==> src/rtl/keyboard_ps2_receiver.sv <==
// PS/2 device-to-host frame receiver: de-glitches the synchronized PS/2 clock, shifts in
// 11-bit frames and hands good scancodes to a single-entry valid/ack buffer.
module keyboard_ps2_receiver #(
    parameter int P_FILTER  = 8,
    parameter int P_TIMEOUT = 100000
) (
    input  logic       iCLOCK,
    input  logic       iRESET,
    input  logic       iRESET_SYNC,
    input  logic       iPS2_CLK,
    input  logic       iPS2_DAT,
    output logic       oVALID,
    output logic [7:0] oDATA,
    input  logic       iACK,
    output logic       oPARITY_ERR,
    output logic       oFRAME_ERR,
    output logic       oOVERRUN
);

    localparam int CW = $clog2(P_FILTER);
    localparam int TW = $clog2(P_TIMEOUT + 1);
    localparam logic [CW-1:0] FILT_MAX = CW'(P_FILTER - 1);
    localparam logic [TW-1:0] TMAX     = TW'(P_TIMEOUT);

    typedef enum logic [1:0] {
        ST_IDLE,
        ST_DATA,
        ST_PARITY,
        ST_STOP
    } state_t;

    state_t          state;
    logic            fclk;
    logic [CW-1:0]   cnt;
    logic [TW-1:0]   tcnt;
    logic [2:0]      bit_idx;
    logic [7:0]      shift_reg;
    logic            parity_bit;
    logic            fall_event;

    // The filtered clock drops on exactly this edge, so the data line is sampled here too.
    assign fall_event = fclk && !iPS2_CLK && (cnt == FILT_MAX);

    always_ff @(posedge iCLOCK or posedge iRESET) begin
        if (iRESET) begin
            fclk <= 1'b1;
            cnt  <= '0;
        end else if (iRESET_SYNC) begin
            fclk <= 1'b1;
            cnt  <= '0;
        end else if (iPS2_CLK != fclk) begin
            if (cnt == FILT_MAX) begin
                fclk <= iPS2_CLK;
                cnt  <= '0;
            end else begin
                cnt <= cnt + 1'b1;
            end
        end else begin
            cnt <= '0;
        end
    end

    always_ff @(posedge iCLOCK or posedge iRESET) begin
        if (iRESET) begin
            state       <= ST_IDLE;
            tcnt        <= '0;
            bit_idx     <= '0;
            shift_reg   <= '0;
            parity_bit  <= 1'b0;
            oVALID      <= 1'b0;
            oDATA       <= '0;
            oPARITY_ERR <= 1'b0;
            oFRAME_ERR  <= 1'b0;
            oOVERRUN    <= 1'b0;
        end else if (iRESET_SYNC) begin
            state       <= ST_IDLE;
            tcnt        <= '0;
            bit_idx     <= '0;
            shift_reg   <= '0;
            parity_bit  <= 1'b0;
            oVALID      <= 1'b0;
            oDATA       <= '0;
            oPARITY_ERR <= 1'b0;
            oFRAME_ERR  <= 1'b0;
            oOVERRUN    <= 1'b0;
        end else begin
            oPARITY_ERR <= 1'b0;
            oFRAME_ERR  <= 1'b0;
            oOVERRUN    <= 1'b0;

            if (iACK && oVALID) begin
                oVALID <= 1'b0;
            end

            // Timeout outranks a coincident fall event; that edge is dropped entirely.
            if (state != ST_IDLE && tcnt == TMAX) begin
                state      <= ST_IDLE;
                tcnt       <= '0;
                oFRAME_ERR <= 1'b1;
            end else begin
                if (state == ST_IDLE || fall_event) begin
                    tcnt <= '0;
                end else begin
                    tcnt <= tcnt + 1'b1;
                end

                case (state)
                    ST_IDLE: begin
                        if (fall_event && !iPS2_DAT) begin
                            state   <= ST_DATA;
                            bit_idx <= '0;
                        end
                    end
                    ST_DATA: begin
                        if (fall_event) begin
                            shift_reg <= {iPS2_DAT, shift_reg[7:1]};
                            bit_idx   <= bit_idx + 1'b1;
                            if (bit_idx == 3'd7) begin
                                state <= ST_PARITY;
                            end
                        end
                    end
                    ST_PARITY: begin
                        if (fall_event) begin
                            parity_bit <= iPS2_DAT;
                            state      <= ST_STOP;
                        end
                    end
                    ST_STOP: begin
                        if (fall_event) begin
                            state <= ST_IDLE;
                            if (!iPS2_DAT) begin
                                oFRAME_ERR <= 1'b1;
                            end else if (^{shift_reg, parity_bit} == 1'b0) begin
                                oPARITY_ERR <= 1'b1;
                            end else begin
                                oDATA    <= shift_reg;
                                oVALID   <= 1'b1;
                                oOVERRUN <= oVALID && !iACK;
                            end
                        end
                    end
                    default: begin
                        state <= ST_IDLE;
                    end
                endcase
            end
        end
    end

endmodule

==> config.mk <==
export PLATFORM = sky130hd
export DESIGN_NAME = keyboard_ps2_receiver
export DESIGN_NICKNAME = d
export VERILOG_FILES = /design/src/rtl/keyboard_ps2_receiver.sv
export SDC_FILE = /design/constraint.sdc
export NUM_CORES = 1
export LEC_CHECK = 0
export CORE_AREA = 2 2 69 71
export DETAILED_ROUTE_END_ITERATION = 8
export DIE_AREA = 0 0 71 73
export PLACE_DENSITY = 0.72
export SYNTH_ARGS = -nofsm -noshare
export SYNTH_HDL_FRONTEND = slang
export SYNTH_SLANG_ARGS = --single-unit
==> constraint.sdc <==
create_clock -name iCLOCK -period 4.6 [get_ports iCLOCK]
set_input_delay 1.15 -clock iCLOCK [delete_from_list [all_inputs] [get_ports iCLOCK]]
set_output_delay 1.15 -clock iCLOCK [all_outputs]
set_load 0.03 [all_outputs]
# Word-level counts from Yosys, hierarchy flattened

Cells that the tools add are included.
Widths: inputs -> output; s select.

$add $sub $neg: 3
Eq/ne operators: 15
Mux-type cells: 60
Reductions and logical operators: 28

Operator list:

| operator              | number |
|---|---|
| $mux 8                | 10 |
| $mux 17               | 3 |
| $mux 1                | 31 |
| $mux 3                | 7 |
| $reduce_bool 2->1     | 9 |
| $add 17x1->17 const B | 1 |
| $eq 17x17->1 const B  | 1 |
| $ne 4x4->1 const B    | 4 |
| $mux 2                | 7 |
| $reduce_and 5->1      | 2 |
| $reduce_xor 9->1      | 1 |
| $pmux 2 s4            | 1 |
| $add 3x1->3 const B   | 2 |
| $eq 3x3->1 const B    | 2 |
| $logic_and 1x1->1     | 6 |
| $pmux 3 s2            | 1 |
| $reduce_and 3->1      | 2 |
| $eq 2x2->1 const B    | 2 |
| $ne 4x3->1 const B    | 1 |
| $reduce_and 4->1      | 1 |
| $logic_not 1->1       | 3 |
| $ne 3x2->1 const B    | 1 |
| $ne 3x3->1 const B    | 1 |
| $reduce_bool 3->1     | 1 |
| 6 further kinds       | 6 |

Flip-flop bits (word level): 47
Bits of input ports: 6
Output and inout port bits: 12
Logic and storage cells: 118

# Longest topological paths before layout

Depth after elaboration: 8
Gate-level depth with buffers: 9
Mapped depth without buffers: 7

# Worst setup path before layout

No wires, ideal clock.

Kind: input-to-reg
From: in iPS2_CLK
To: reg tcnt[10]
Setup time: 0.071 ns
Data arrival time: 2.400 ns
Required time: 4.529 ns
Setup slack: 2.129 ns
Stages: 7
Path buffers: 2
Cell sequence: inv_1 ha_1 and2_0 or4_1 buf_4 buf_6 nor2_1

Longest elaborated chain between the ends: 7

RTL lines:

| element                         | RTL line | source |
|---|---|---|
| from (decl)                     | 10       | `input logic iPS2_CLK,` |
| $logic_not 1->1                 | 42       | `assign fall_event = fclk && !iPS2_CLK && (cnt == FILT_MAX);` |
| $logic_and 1x1->1 (2 in series) | 42       |  |
| $logic_or 1x1->1                | 101      | `if (state == ST_IDLE \|\| fall_event) begin` |
| $mux 17                         | 101      |  |
| $mux 17                         | 96       | `if (state != ST_IDLE && tcnt == TMAX) begin` |
| $mux 17                         | 75       | `end else if (iRESET_SYNC) begin` |
| to (signal assigned)            | 104      | `tcnt <= tcnt + 1'b1;` |
| to (decl)                       | 35       | `logic [TW-1:0] tcnt;` |

Every way passes these cells.
A chain may end at the register's enable or synchronous reset.

# Worst setup path in the final report

From: in iRESET_SYNC
To: reg bit_idx[0]

Longest elaborated chain between the ends: 2
Elaborated cells between the ends (all ways): 6
Those cells by class: eq/ne: 3; mux: 1; reduce/logical: 2

RTL lines:

| element                                                   | RTL line | source |
|---|---|---|
| from (decl)                                               | 9        | `input logic iRESET_SYNC,` |
| $ne 3x2->1 (no source line), or another cell as far along | n/a      |  |
| $reduce_and 4->1 (no source line)                         | n/a      |  |
| to (signal assigned)                                      | 117      | `bit_idx <= bit_idx + 1'b1;` |
| to (decl)                                                 | 36       | `logic [2:0] bit_idx;` |

Several ways; a longest one is shown, not always the timed one.

==> summary.txt <==
CTS
  • CTS tree: yes
  • CTS Buf Count: 5
  • Worst-path clk slew: 80 ps
  • Post-CTS setup buffer count: 0
  • Root cell of the clock tree: clkbuf_8
  • H-tree levels: 2
  • CTS max path bufs: 2
  • CTS resizes: 0
  • Worst-Skew Late Latency: slightly below 300 ps
  • Clock Sinks: 47
  • Post-CTS Hold Buffers: 0

Synth
  • Top FF cell, synth: dfrtp_1
  • Post-synth cell types: between 40 and 50
  • Post-Syn Nets: roughly 250
  • Synthesis Warnings: 0
  • Synthesized flop and latch total: 47
  • Gate Count Post-Synth: between 200 and 250
  • Synthesized area per cell: roughly 10 µm²
  • Number of flops mapped to enable cells by yosys: 0
  • Asr flop ratio synth: 1.000
  • Syn Std Cell Area: 2424 µm²
  • Post-synthesis sequential area ratio: 0.4858

Finish
  • Diode count: 0
  • Multi-input gate area: around 1200 µm²
  • Post-layout util: 0.5983
  • Fraction of layout cells with a size suffix above 1: 0.06693
  • Syn-to-layout area delta: 11.98%
  • Largest register FFs: 17
  • Final cell count without fillers: 308
  • Fill cells: approximately 390
  • FF+latch area: ~1200 µm²
  • Layout Nets: approximately 270

Critical path
  • Worst path required time: between 4000 and 5000 ps
  • CP top delay family: buffers and inverters
  • Crit path DAT: 3330 ps
  • Startpoint Class: input port
  • Max Fanout on Critical Path: 22
  • CP max-delay cell: clkdlybuf4s50_1
  • Buf+Inv Stages, Crit Path: 2
  • Cells along the critical path: clkdlybuf4s50_1 -> inv_1 -> nand2_1 -> or3_1 -> o211ai_1
  • Reg-to-reg slack, setup: roughly 1700 ps
  • Crit path kind: input port to flip-flop
  • CP peak stage delay: ~800 ps
  • Kind of end point of the critical path: flip-flop

Die
  • Starting density of the core: 0.5343
  • Die Ht: 73 µm
  • Core area: 4536 µm²
  • Die area: 5183 µm²
  • Ports: 18
  • Core Rows: 25
  • Width of the die: about 71 µm

Status
  • Status: finished, final reports clean

Global route
  • Met3 usage: 0.04558
  • First-pass GRT wire length: slightly above 7 mm
  • Met2 Usage GRT: 0.2980
  • Grt total ovfl: 0
  • GRT Max-Usage Layer: met2
  • Vias in the first global route: 1,651
  • Initial antenna violation count: 0
  • Grt met1 use: 0.2215
  • GRT Util Overall: 0.1773
  • Pin count of the biggest net entering global routing: 48

STA
  • Clock Skew: 6.227 ps
  • Final hold viol count: 0
  • Tmin final: between 3000 and 4000 ps
  • Worst hold margin: roughly 440 ps
  • Final setup viols: 0
  • Slew @ Worst Pin: just under 1000 ps
  • Max frequency: roughly 320 MHz
  • Worst slew margin: 0.3410
  • TNS Setup: 0 ps
  • RSZ-0062 raised after global routing: false
  • Final period utilization: 0.6764
  • Final max-slew violation count: 0

Pwr
  • P per Cell Area: approximately 270 nW/µm²
  • Max VDD drop: 165.8 µV
  • Pleak: 1.206 nW

Route
  • First-pass iteration count of the detailed router: 4
  • Via count: 1,683
  • Antenna Nets Post-Route: 0
  • Avg WL per Cell: around 13 µm
  • Routed WL: 4.090 mm
  • Post-route DRC: 0
  • DR vias/cell: 5.464
  • DRT iter0 DRCs: 95

Worst hold path
  • Min-delay worst type: flip-flop to flip-flop

Job
  • Max-Cap Viols: 0

Placement
  • GP Congestion: roughly 0.83
  • Post-DP HPWL: roughly 2.8 mm
  • I/O Buffers: 17
  • Placed Cells: ~300
==> cell usage after synthesis (all sizes together) (2+ instances only) <==
cell type / number / area share
nor3: 3 / 0.0062
clkbuf: 5 / 0.0077
ha: 11 / 0.057
dfrtp: 46 / 0.47
a21oi: 3 / 0.0077
o211ai: 6 / 0.024
nand2: 34 / 0.053
buf: 3 / 0.012
and3: 2 / 0.0052
nand4: 6 / 0.015
nor3b: 2 / 0.0062
nor4: 4 / 0.010
nor2: 31 / 0.048
or3: 3 / 0.0077
nand3: 8 / 0.017
xnor2: 9 / 0.033
xor2: 12 / 0.043
and4: 2 / 0.0077
mux2i: 18 / 0.074
or4: 3 / 0.011
inv: 11 / 0.017
==> layout make-up <==
type	instances	area share
Sequential cell	47	0.4338
Multi-Input combinational cell	171	0.4283
Timing Repair Buffer	18	0.06547
Clock buffer	6	0.03043
Tap cell	54	0.02490
Inverter	11	0.01521
Clock inverter	1	0.001844
==> report_power, final <==
| group | internal (mW) | switching [mW] |
|---|---|---|
| combinational | 0.0208 | 0.0442 |
| clock | 0.118 | 0.128 |
| sequential | 0.418 | 0.00383 |
==> metal layers <==
metal	routed length (µm)	share of wire	up-vias
met1	1912	0.47	814
met4	99	0.024	0
met5	0	0	-
li1	-	-	836
met3	113	0.028	10
met2	1965	0.48	23
==> worst register-to-register path: cells and delay by family (launching register included) <==
family        cells  cell delay [ps]
fa+ha+maj         1              240
buf+inv           1               80
flops             1              400
simple gates      5             2060
==> cells in the final DEF (no fill, tap or decap), types with 8 or more instances in the layout <==
master and instances:
mux2i_1 18, dfrtp_1 46, nand2_1 34, nand3_1 8, xor2_1 12, nor2_1 31
inv_1 10, xnor2_1 9, ha_1 11, clkdlybuf4s50_1 17
==> path summary, 6_finish.rpt <==
path	depth (start not counted)	end	start
worst max-delay path	5	bit_idx[0]	iRESET_SYNC
min in group asynchronous	2	tcnt[10]	iRESET
max in group asynchronous	2	tcnt[7]	iRESET
worst max register to register	7	tcnt[3]	state[1]
worst min-delay path	1	cnt[0]	cnt[0]
worst min register to register	1	cnt[0]	cnt[0]
==> cells by family after synthesis <==
group | after synthesis | synth area share
mux | 19 | 0.07899
buf+inv | 19 | 0.03717
xor+xnor | 22 | 0.08518
fa+ha+maj | 11 | 0.05679
simple gates | 106 | 0.2127
flops | 47 | 0.4858
compound gates | 13 | 0.04337
==> per-stage QoR <==
step / total power [mW] / cell area [µm²] / setup WS, ps
3_5_place_dp: 0.4955 / 2626 / 1167
4_1_cts: 0.7425 / 2714 / 1499
2_1_floorplan: 0.4812 / 2424 / 2129
3_3_place_gp: 0.4938 / 2626 / 1280
5_1_grt: 0.7685 / 2714 / 1273
6_report: 0.7321 / 2714 / 1489
(Power assumes the default switching activity.)
==> edit 1: new RTL, config.mk and constraints unchanged <==
Re-encode `state_t` (4 states) as one-hot, 4 bits wide.
--- a/src/rtl/keyboard_ps2_receiver.sv
+++ b/src/rtl/keyboard_ps2_receiver.sv
@@ -22,11 +22,11 @@
     localparam logic [CW-1:0] FILT_MAX = CW'(P_FILTER - 1);
     localparam logic [TW-1:0] TMAX     = TW'(P_TIMEOUT);
 
-    typedef enum logic [1:0] {
-        ST_IDLE,
-        ST_DATA,
-        ST_PARITY,
-        ST_STOP
+    typedef enum logic [3:0] {
+        ST_IDLE   = 4'b0001,
+        ST_DATA   = 4'b0010,
+        ST_PARITY = 4'b0100,
+        ST_STOP   = 4'b1000
     } state_t;
 
     state_t          state;
Check against the original RTL: no difference found for any inputs over 10 cycles, from zero or initial values and one cycle with iRESET high; not proved beyond that.
==> edit 1 against the unedited design <==
First-iteration DRC count grew 47%. Critical path depth stayed put. Area after synthesis increased by 1.9%. Hold slack worse by 0.014 ns. Sequential cell count up 2. Setup slack gained 0.11 ns. Final area rose by 0.88%. Routed wire length is 14% higher.
Power is not compared: it rests on default switching activity, and its combinational part moved more than twofold at a synthesized area within 25%.
==> edit 1: results (changes against the unedited design) <==
Utilization of the core after routing: 0.604 (+0.00524). The tools report the cell area reported after detailed placement as 0.00265 mm^2 (+0.81%). The area fraction of clock buffers and clock inverters was 0.0329 (+0.000634); the number of distinct library cell variants in the gate-level netlist after synthesis was 48 (+17%).

The overall global routing resource usage was 0.200 (+0.0229). The xor-xnor portion of the synthesized cell area came out at 0.0876 (+0.00246). The number of buffers other than clock buffers in the final layout is 17 (-1), and the net count of the mapped netlist is 249 (-2.0%).

In this run the worst setup path begins at iRESET_SYNC. The commonest cells after synthesis are 47 x dfrtp_1, 36 x nor2_1, 19 x nand2_1. The run gives 266 (-1.8%) as the number of nets at the end of the flow.

The via total after detailed routing came out at 1727 (+2.6%). The highest cell delay on the worst timing path is 0.96 ns (+0.16 ns). The largest net degree at the start of global routing came out at 50 (+4.2%). The run gives 173 (+1.2%) as the count of multi-input gates.

The kind of cell adding the most delay to the critical path is buffers and inverters. The multiplexer share of the synthesized area was 0.0324 (-0.0466). The worst path arrival time was 3.20 ns (-0.13 ns); the number of DRC markers in iteration 0 was 140 (+47%).

The most critical setup path has its endpoint at oDATA[6]. The share of synthesized cell area in full adder, half adder and majority cells was 0.0355 (-0.0213). The final worst hold slack is 0.429 ns (-0.0144 ns), and the multi-input gate area in the final layout is 0.00115 mm^2 (-0.65%).

Global-route track usage on met1: 0.265 (+0.0435). The peak fanout along the critical path is 21 (-4.5%). The non-clock buffer contribution to total cell area came out at 0.0622 (-0.00331). The flow ran to the end, and the final reports show no timing, DRC or antenna violations. The run gives 382 (-2.3%) as the number of fill cells.

The met3 track demand over resource in global routing was 0.0539 (+0.00829); the synthesized instance count was 236 (-0.42%). Ranked by total cell area, the synthesized netlist is headed by dfrtp_1 48%, nor2_1 5.5%, xnor2_1 5.3%. The via count of the first global-routing pass is 1751 (+6.1%).

Average wire per standard cell: 15.1 um (+14%). The count of non-CTS inverters in the layout is 7 (-4). The sequential share of cell area was 0.449 (+0.0150). The synthesized flop and latch total is 49 (+4.3%).

Register-to-register setup slack: 2.05 ns (+0.36 ns). The first-pass GRT wire length is 8160 um (+12%), and the number of clock-tree buffers in the layout is 8 (+2). The tools report the placed cell count as 300 (-0.33%). The met2 track demand over resource in global routing is 0.340 (+0.0415), and the hold path depth is 1 (unchanged).

For the last weighted congestion value of the routability-driven placer, the log shows 0.761 (-8.0%). Detail-routed via count per cell: 5.61 (+2.6%). The fraction of final layout cells sized beyond drive strength 1 was 0.0787 (+0.0118). The number of flip-flops under the largest register name is 17 (unchanged). The endpoint identified for the worst register-to-register timing path is bit_idx[2]. The run gives 0.497 (+0.0117) as the post-synthesis sequential area ratio. The path with the worst hold slack has its endpoint at cnt[0]. The HPWL reported at the end of detailed placement came out at 3260 um (+15%). In this run the critical register-to-register path is launched from tcnt[0].

The worst-case setup slack after placement was 1.30 ns (+0.132 ns). The final period utilization is 0.653 (-0.0234), and the maximum clock skew at final layout is 0.00792 ns (+0.00169 ns).
[edit 1: cell types whose count changed after synthesis, sizes merged, moves of 4 or more]
| cell | delta |
|---|---|
| ha | -4 |
| inv | -5 |
| mux2i | -10 |
| nand2 | -15 |
| nor2 | +6 |
| o211ai | -5 |
| o21ai | +6 |
| or4b | +4 |
| xnor2 | +6 |
| xor2 | -5 |
[edit 1: per-layer routing]
layer  wire [um]  part of all wire
met2        2360              0.51
met1        2140              0.46
met4          26            0.0056
met5           0                 0
met3         130             0.028
[edit 1: power by group through the flow]
stage	sequential, uW	clock, uW	combinational (uW)
4_1_cts	433	265	27.8
5_1_grt	433	284	30.7
3_3_place_gp	441	0	27.2
6_report	433	257	26.9
2_1_floorplan	443	0	15.0
3_5_place_dp	441	0	27.6
[edit 1: cells by family after synthesis]
| family | count (synthesis) |
|---|---|
| AOI/OAI and AO/OA | 29 |
| xor gates and xnor gates | 23 |
| muxes | 8 |
| adders and majority gates | 7 |
| and+or+nand+nor | 106 |
| buffers and inverters | 14 |
| DFF | 49 |
==> edit 2: new RTL, config.mk and constraints unchanged <==
Made on the original files. `P_TIMEOUT`: 100000 -> 200000.
--- a/src/rtl/keyboard_ps2_receiver.sv
+++ b/src/rtl/keyboard_ps2_receiver.sv
@@ -2,7 +2,7 @@
 // 11-bit frames and hands good scancodes to a single-entry valid/ack buffer.
 module keyboard_ps2_receiver #(
     parameter int P_FILTER  = 8,
-    parameter int P_TIMEOUT = 100000
+    parameter int P_TIMEOUT = 200000
 ) (
     input  logic       iCLOCK,
     input  logic       iRESET,
Function: same outputs for any inputs over 10 cycles, from zero or initial values and one cycle with iRESET high; that may be too few to reach the edited logic, so the function may still have changed.
==> edit 2 against the unedited design <==
Fmax increased by 3.3%. Via count decreased by 2.1%. Die area unchanged. Area after synthesis increased by 2.2%. Global-route usage decreased by 0.66 points. Sequential cell count increased by 1. Setup slack improved by 0.10 ns. Final area increased by 1.0%. Critical path depth increased by 2. Routed wire length decreased by 4.0%. Power increased by 2.0%.
==> edit 2: results (changes against the unedited design) <==
The tools report the worst path arrival time as 3.23 ns (-0.10 ns). The tools report the net count of the mapped netlist as 257 (+1.2%). The highest-delay cell along the critical path is nor3b_2.

For the maximum ir drop on the vdd rail, the log shows 0.131 mV (-21%). The run gives 1880 um (-4.5%) as the routed length on met2. The flow ran to the end, and the final reports show no timing, DRC or antenna violations.

The post-synthesis sequential area ratio is 0.486 (about the same). The kind of cell with the highest combined delay along the critical path is simple AND/OR/NAND/NOR gates. The run gives 6910 um (-4.9%) as the first-pass GRT wire length. The logs give 43 (+4.9%) for the number of distinct library cell variants in the gate-level netlist after synthesis and 87 (-8.4%) for the number of DRC markers in iteration 0. For the largest net degree at the start of global routing, the log shows 49 (+2.1%). The power density over the cells was 272 mW/mm^2 (+0.95%). For the HPWL reported at the end of detailed placement, the log shows 2760 um (-3.1%). Average cell area after synthesis: 10.3 um^2 (+0.89%). For the routed length on met3, the log shows 118 um (+4.4%). The number of flip-flops under the largest register name was 18 (+1). The fraction of final layout cells sized beyond drive strength 1 is 0.0664 (-0.000523), and the number of non-filler instances in the completed layout is 310 (+0.65%).

Launch point of the critical path: iPS2_CLK. The register-to-register setup slack came out at 2.21 ns (+0.52 ns). The highest cell delay on the worst timing path was 0.70 ns (-0.10 ns); the placed cell count was 302 (+0.33%).

Terminus of the critical flop-to-flop path: tcnt[5]. The slew at the pin closest to its max-slew limit works out to 0.965 ns (-0.0144 ns). The switching component of the power was 179 uW (+2.1%); the overall global routing resource usage was 0.171 (-0.00661).

The number of nets at the end of the flow was 272 (+0.37%). Ranked by total cell area, the synthesized netlist is headed by dfrtp_1 47%, mux2i_1 6.9%, ha_1 5.6%. The worst register-to-register path begins at state[0]. The met1 routed wirelength after detailed routing came out at 1870 um (-2.4%).

The tools report the last weighted congestion value of the routability-driven placer as 0.821 (-0.70%). The number of fill cells is 406 (+3.8%), and the peak fanout along the critical path is 9 (-59%).
edit 2: power groups by stage:
stage          sequential, uW  clock (uW)  combinational, uW
2_1_floorplan             438           0               53.4
3_3_place_gp              439           0               64.6
3_5_place_dp              439           0               66.1
4_1_cts                   431         264               66.2
5_1_grt                   432         277               74.0
6_report                  431         251               64.6
edit 2: per-stage QoR:
step	setup WS [ns]	hold slack [ns]	total power, uW
floorplan	1.99	0.410	492
detailed placement	1.26	0.431	505
global placement	1.29	0.428	504
finish	1.59	0.437	747
global route	1.38	0.449	782
CTS	1.57	0.445	761
edit 2: logic make-up (layout without fill, tap and decap cells):
group / after synthesis / after routing / synth area share
and+or+nand+nor: 106 / 106 / 0.211
xor gates and xnor gates: 23 / 23 / 0.0899
buffers and inverters: 21 / 37 / 0.0445
muxes: 18 / 18 / 0.0733
adders and majority gates: 11 / 11 / 0.0556
AOI/OAI and AO/OA: 13 / 13 / 0.0404
DFF: 48 / 48 / 0.486
edit 2: how the worst max path moves through the flow:
stage	depth (start not counted)	slack [ns]	end
finish	7	1.59	oDATA[5]
global placement	7	1.29	oDATA[0]
global route	7	1.38	oDATA[5]
CTS	7	1.57	oDATA[5]
detailed placement	7	1.26	oDATA[5]
floorplan	8	1.99	tcnt[12]
edit 2: final cells by class:
cell class / instances / area, um^2 / area share
Timing Repair Buffer: 17 / 170 / 0.0621
Sequential cell: 48 / 1200 / 0.439
Tap cell: 54 / 67.6 / 0.0246
Clock inverter: 2 / 10.0 / 0.00365
Multi-Input combinational cell: 171 / 1160 / 0.424
Clock buffer: 6 / 82.6 / 0.0301
Inverter: 12 / 45.0 / 0.0164
edit 2: metal layers:
layer,up-vias,global-route usage
met5,-,0
met4,0,0.0713
met3,7,0.0428
met2,24,0.291
met1,779,0.208
li1,838,-
